--- src/rtl/updown_pkg.sv ---
// Shared constants and helpers for the parametrised up/down counter and its prescaler.
// Direction and mode encodings are exported so surrounding logic can drive them by name.
package updown_pkg;

  localparam logic DIR_UP    = 1'b1;
  localparam logic DIR_DN    = 1'b0;
  localparam logic MODE_WRAP = 1'b0;
  localparam logic MODE_SAT  = 1'b1;

  // Prescaler width; a divide-by-1 still needs one (constant) bit of state.
  function automatic int pre_width(input int div);
    return (div <= 1) ? 1 : $clog2(div);
  endfunction

endpackage

--- src/rtl/updown_counter_param_tick_prescaler.sv ---
// Integer clock-enable prescaler: one tick every DIV cycles with en high.
// restart zeroes the phase; en low freezes it.
module tick_prescaler
  import updown_pkg::*;
#(
  parameter int DIV = 1
) (
  input  logic clk,
  input  logic rst,
  input  logic en,
  input  logic restart,
  output logic tick
);

  localparam int PRE_W = pre_width(DIV);
  localparam logic [PRE_W-1:0] LAST = PRE_W'(DIV - 1);

  logic [PRE_W-1:0] pre_q;
  logic [PRE_W-1:0] pre_d;

  assign tick = en && !restart && (pre_q == LAST);

  always_comb begin
    pre_d = pre_q;
    if (restart) begin
      pre_d = '0;
    end else if (en) begin
      pre_d = tick ? '0 : pre_q + 1'b1;
    end
  end

  always_ff @(posedge clk) begin
    if (!rst) begin
      pre_q <= '0;
    end else begin
      pre_q <= pre_d;
    end
  end

endmodule

--- src/rtl/updown_counter_param.sv ---
// Parametrised up/down counter with wrap/saturate bounds, clear, load, prescaled
// enable, a registered step/wrap pulse and sticky overflow/underflow flags.
module updown_counter_param
  import updown_pkg::*;
#(
  parameter int               WIDTH   = 4,
  parameter logic [WIDTH-1:0] MAX_VAL = {WIDTH{1'b1}},
  parameter int               DIV     = 1
) (
  input  logic             clk,
  input  logic             rst,
  input  logic             en,
  input  logic             up_dn,
  input  logic             sat_mode,
  input  logic             clr,
  input  logic             load,
  input  logic [WIDTH-1:0] load_val,
  input  logic             clr_flags,
  output logic [WIDTH-1:0] count,
  output logic             step,
  output logic             wrap,
  output logic             ovf,
  output logic             unf
);

  logic [WIDTH-1:0] count_q, count_d;
  logic             step_q, step_d;
  logic             wrap_q, wrap_d;
  logic             ovf_q, ovf_d;
  logic             unf_q, unf_d;
  logic             tick;

  tick_prescaler #(
    .DIV(DIV)
  ) u_pre (
    .clk    (clk),
    .rst    (rst),
    .en     (en),
    .restart(clr | load),
    .tick   (tick)
  );

  // Bounds are decided against MAX_VAL so non-power-of-2 moduli wrap correctly.
  always_comb begin
    count_d = count_q;
    step_d  = 1'b0;
    wrap_d  = 1'b0;
    ovf_d   = ovf_q & ~clr_flags;
    unf_d   = unf_q & ~clr_flags;
    if (clr) begin
      count_d = '0;
    end else if (load) begin
      count_d = (load_val > MAX_VAL) ? MAX_VAL : load_val;
    end else if (tick) begin
      step_d = 1'b1;
      if (up_dn == DIR_UP) begin
        if (count_q == MAX_VAL) begin
          ovf_d = 1'b1;
          if (sat_mode == MODE_WRAP) begin
            count_d = '0;
            wrap_d  = 1'b1;
          end
        end else begin
          count_d = count_q + 1'b1;
        end
      end else begin
        if (count_q == '0) begin
          unf_d = 1'b1;
          if (sat_mode == MODE_WRAP) begin
            count_d = MAX_VAL;
            wrap_d  = 1'b1;
          end
        end else begin
          count_d = count_q - 1'b1;
        end
      end
    end
  end

  always_ff @(posedge clk) begin
    if (!rst) begin
      count_q <= '0;
      step_q  <= 1'b0;
      wrap_q  <= 1'b0;
      ovf_q   <= 1'b0;
      unf_q   <= 1'b0;
    end else begin
      count_q <= count_d;
      step_q  <= step_d;
      wrap_q  <= wrap_d;
      ovf_q   <= ovf_d;
      unf_q   <= unf_d;
    end
  end

  assign count = count_q;
  assign step  = step_q;
  assign wrap  = wrap_q;
  assign ovf   = ovf_q;
  assign unf   = unf_q;

endmodule

--- config.mk ---
export PLATFORM = sky130hd
export DESIGN_NAME = updown_counter_param
export DESIGN_NICKNAME = d
export VERILOG_FILES = /design/src/rtl/updown_pkg.sv /design/src/rtl/updown_counter_param_tick_prescaler.sv /design/src/rtl/updown_counter_param.sv
export SDC_FILE = /design/constraint.sdc
export NUM_CORES = 1
export LEC_CHECK = 0
export CAP_MARGIN = 20
export CORE_MARGIN = 4
export CORE_UTILIZATION = 42
export CTS_CLUSTER_DIAMETER = 150
export DETAILED_ROUTE_END_ITERATION = 8
export PLACE_DENSITY = 0.76
export SLEW_MARGIN = 5
export SYNTH_ARGS = -nofsm -noshare
export SYNTH_HDL_FRONTEND = slang
export SYNTH_SLANG_ARGS = --single-unit
--- constraint.sdc ---
create_clock -name clk -period 2.1 [get_ports clk]
set_input_delay 0.42 -clock clk [delete_from_list [all_inputs] [get_ports clk]]
set_output_delay 0.42 -clock clk [all_outputs]
set_load 0.01 [all_outputs]
-- Yosys cells after proc, flatten, opt, wreduce, memory -nomap -nowiden
Index checks and enable logic that the tools add are counted.
- order comparisons: 1
- bitwise operators: 7
- eq/ne operators: 3
- multiplexer cells: 24
- reductions and logical operators: 10
- add/subtract/negate cells: 3
- operators with widths (kind ; number):
    4-bit 2-to-1 mux ; 8
    1-bit 2-to-1 mux ; 16
    4-bit != test, second input constant ; 2
    4-bit by 1-bit adder with 4-bit output, second input constant ; 1
    4-bit equality test, second input constant ; 1
    4-bit greater-than comparator, second input constant ; 1
    4-bit zero test ; 1
    1-bit NOT ; 4
    2-bit OR reduction ; 2
    4-bit OR reduction ; 1
    4-bit by 1-bit subtractor with 4-bit output, second input constant ; 1
    3-bit AND reduction ; 1
    3-bit OR reduction ; 1
    1-bit bitwise AND ; 2
    1-bit logical AND ; 2
    2-bit nonzero test ; 1
    1-bit adder, second input constant ; 1
    1-bit zero test ; 1
    1-bit OR ; 1
- flip-flop bits (word level): 9
- output and inout bits: 8
- logic and storage cells: 54

-- Depth between registers and ports, before layout
- word-level depth: 7
- gate-level depth with buffers: 6
- mapped depth without buffers: 6

-- Cells and area by module
A second synthesis with hierarchy kept.
- cell total of the unflattened synthesis: 65
- area total of the unflattened synthesis: 560.5 um^2
- by module, submodules not included (module ; instances ; area each (um^2) ; cells an instance ; sequential area each (um^2)):
    updown_counter_param ; 1 ; 520.5 ; 62 ; 160.2
    tick_prescaler ; 1 ; 40.0 ; 3 ; 20.0

-- Worst setup path after synthesis
No wires, ideal clock.
- path type: register -> register
- start: register count_q[0] (netlist: count[0])
- end: register count_q[2] (netlist: count[2])
- arrival: 1481 ps
- clock period less this slack: 1585 ps
- path buffers: 0
- cell stages (with the launch flop): 6
- setup time: 103 ps
- setup slack: 515 ps
- cell sequence: dfxtp_1 > ha_1 > and4_1 > o21ai_2 > and4_1 > a2111oi_2
- cells in the longest elaborated chain, start to end: 5
- elaborated cells between the ends (all ways): 12
- those cells by class: add/sub: 2; eq/ne: 3; mux: 5; reduce/logical: 2
- RTL lines (what ; RTL line ; RTL):
    start, declared ; updown_counter_param.sv:26 ; logic [WIDTH-1:0] count_q, count_d;
    start signal, assigned ; updown_counter_param.sv:88 ; count_q <= count_d;
    4-bit by 1-bit subtractor with 4-bit output (tied with other cells) ; updown_counter_param.sv:74 ; count_d = count_q - 1'b1;
    4-bit 2-to-1 mux (on tied branches) ; updown_counter_param.sv:67, updown_counter_param.sv:57 ;
    4-bit 2-to-1 mux ; updown_counter_param.sv:56 ; if (up_dn == DIR_UP) begin
    4-bit 2-to-1 mux ; updown_counter_param.sv:54 ; end else if (tick) begin
    4-bit 2-to-1 mux ; updown_counter_param.sv:52 ; end else if (load) begin
Several ways; a longest one is shown, not always the timed one. The select of a mux whose other input is x is not followed.
A chain may end at the register's enable or synchronous reset.

-- Worst setup path after layout
- start: input up_dn
- end: register count_q[2] (netlist: count[2])
- cells in the longest elaborated chain, start to end: 3
- elaborated cells between the ends (all ways): 6
- those cells by class: eq/ne: 2; mux: 3; reduce/logical: 1
- RTL lines (what ; RTL line ; RTL):
    start, declared ; updown_counter_param.sv:13 ; input logic up_dn,
    4-bit 2-to-1 mux ; updown_counter_param.sv:56 ;
    4-bit 2-to-1 mux ; updown_counter_param.sv:54 ;
    4-bit 2-to-1 mux ; updown_counter_param.sv:52 ;
Several ways; a longest one is shown, not always the timed one. The select of a mux whose other input is x is not followed.

==> reports/qor.csv <==
metric,value,unit
power_switching,0.103,mW
drive_above_1_share,0.131,
clk_latency,0.26,ns
syn_inst,60,
drt-met1-wl,580,um
synth_compound_area_frac,0.259,
required,2.26,ns
slew_headroom,0.775,
cts_made_buffers,3,
first_iter_violations,5,
hpwl,971,um
combPwrFrac,0.214,
clkPwrFrac,0.330,
finalSetupTns,0,ns
cp_max_fo,9,
drcViolationCount,0,
start_util,0.474,
cts_max_path_buffers,2,
dp_cells,94,
std_cell_rows,12,
path_clk_slew,0.06,ns
drv_cap,0,
fin_cells,98,
synth_nets,74,
ant_nets,0,
crit_type,input port to flip-flop,
worstSetupEndpointType,flip-flop,
gp_congestion,0.768,
hold_buffers,0,
arrival,2.00,ns
core_region_area,1170,sq um
power_switching_share,0.257,
cts_max_level,1,
rsz0062_at_grt,false,
setup_violations,0,
fp.dieW,44.4,um
wl,1250,um
async_reset_ff_frac,0,
fmax,544,MHz
first_pass_iters,3,
cts_tree,done,
grt_start_max_net_pins,11,
synth_area,556,sq um
synth_top_family_by_area,simple AND/OR/NAND/NOR gates,
antennaDiodeCount,0,
synth_common_cells,"9 x dfxtp_1, 8 x inv_1, 4 x and2_1",
nNetsFinal,99,
synthTopCellsByArea,"dfxtp_1 32%, a2111oi_2 5.4%, inv_1 5.4%",
synth_mux_area_frac,0.0203,
p_leak,0.302,nW
overflow,0,
cts_setup_buffers,0,
status,"finished, final reports clean",
dr_total_vias,537,
cts.sinks,9,
dieArea,1970,sq um
ys_seq_area_frac,0.324,
synth-edff-count,0,
grt_pass1_vias,478,
synth_xor_area_frac,0.0158,
total_power,0.402,mW
port_buffers,19,
hold_class,flip-flop to flip-flop,
dr_wl_met2,574,um
synth.most_common_cell,dfxtp_1,
seq_power_share,0.456,
grt_pass1_wl,1990,um
maxUsedRoutingLayer,met4,
track_usage,0.137,
wl_per_cell,12.8,um
synthFlopType,dfxtp_1,
die_y,44.4,um
ys_types,27,
hold-worst-slack,0.506,ns
wl_met3,89,um
timing.final.crit_share,0.875,
fin_crit,1.84,ns
viasPerCell,5.48,
syn_avg_cell_area,9.26,sq um
synth-seq-cells,9,
critPathLaunchType,input port,
final.setup_skew,0.00472,ns
synth_top_cell_by_area,dfxtp_1,
intPower,0.299,mW
hold_viol,0,
max_slew.worst_pin.slew,0.337,ns
power_density,500,nW/um^2
synth_top_area_frac,0.324,
cts_resized,0,
synth_fa_ha_area_frac,0.0450,
clockRootBuffer,clkbuf_4,
num_io_pins,20,
antenna_found_initial,0,
yosysWarnings,0,
synth-simple-area-share,0.266,
slew_viol_final,0,
synthToLayoutAreaGrowth,44.6,%
ir_worst_vdd,300,uV
-- metrics by stage --
step | setup WS [ns] | instance area (sq um) | utilization
after floorplan | 0.515 | 556 | -
after global placement | 0.0483 | 777 | 0.663
after detailed placement | 0.00143 | 777 | 0.663
after CTS | 0.269 | 803 | 0.686
after global routing | 0.130 | 803 | 0.686
final | 0.262 | 803 | 0.686
-- logic make-up (layout without fill, tap and decap cells) --
| kind of cell | count (synthesis) | in the layout |
|---|---|---|
| buffers and inverters | 10 | 34 |
| adders and majority gates | 2 | 2 |
| and+or+nand+nor | 19 | 19 |
| muxes | 1 | 1 |
| xor gates and xnor gates | 1 | 1 |
| AOI/OAI and AO/OA | 18 | 18 |
| DFF | 9 | 9 |
-- cells in the final DEF, fill, tap and decap left out, types with 2 or more instances in the layout --
cell and n:
nand3_1 2, or4b_1 2, and4_1 2, inv_1 8, nor4b_2 2, nand2b_1 2, a21o_1 3, o22ai_1 2
a2111oi_2 2, dfxtp_1 9, and2_1 4, clkdlybuf4s50_1 19, a311oi_1 2, a211oi_1 3, nand4_1 2, ha_1 2
a21oi_1 2, buf_4 3, clkbuf_4 3
-- final timing paths --
| path | end | slack, ns | startpoint | depth (start not counted) |
|---|---|---|---|---|
| worst max-delay path | count[2]$_SDFFE_PP0P_ | 0.26 | up_dn | 5 |
| worst min-delay path | u_pre.pre_q$_SDFFE_PP0P_ | 0.51 | u_pre.pre_q$_SDFFE_PP0P_ | 1 |
| worst min register to register | u_pre.pre_q$_SDFFE_PP0P_ | 0.51 | u_pre.pre_q$_SDFFE_PP0P_ | 1 |
| worst max register to register | count[1]$_SDFFE_PP0P_ | 0.36 | count[0]$_SDFFE_PP0P_ | 6 |
-- power by group through the flow --
stage | Sequential [mW] | Combinational, mW | Clock, mW
after floorplan | 0.188 | 0.0418 | 0
after global placement | 0.187 | 0.0854 | 0
after detailed placement | 0.187 | 0.0860 | 0
after CTS | 0.183 | 0.0867 | 0.135
after global routing | 0.184 | 0.0930 | 0.146
final | 0.183 | 0.0861 | 0.132
-- state kept, by name, summed over array words and instances (netlist names) --
signal,flops
count,4
ovf,1
step,1
u_pre.pre_q,1
unf,1
wrap,1
-- routing by layer --
layer / track usage / vias up
met5: 0 / -
met4: 0.0361 / 0
met3: 0.0610 / 3
met2: 0.209 / 18
met1: 0.175 / 236
li1: - / 280
-- critical path, cell delays in order --
cell and delay [ns]:
clkdlybuf4s50_1 0.54, nor4b_2 0.38, o21ai_2 0.16, and4_1 0.23, a2111oi_2 0.27
-- final cells by class --
| cell class | instances | area (sq um) |
|---|---|---|
| Sequential cell | 9 | 180 |
| Timing Repair Buffer | 22 | 213 |
| Multi-Input combinational cell | 41 | 337 |
| Clock buffer | 4 | 26.3 |
| Fill cell | 102 | 368 |
| Tap cell | 14 | 17.5 |
| Inverter | 8 | 30.0 |
No activity file was read; power rests on OpenSTA's default activity.
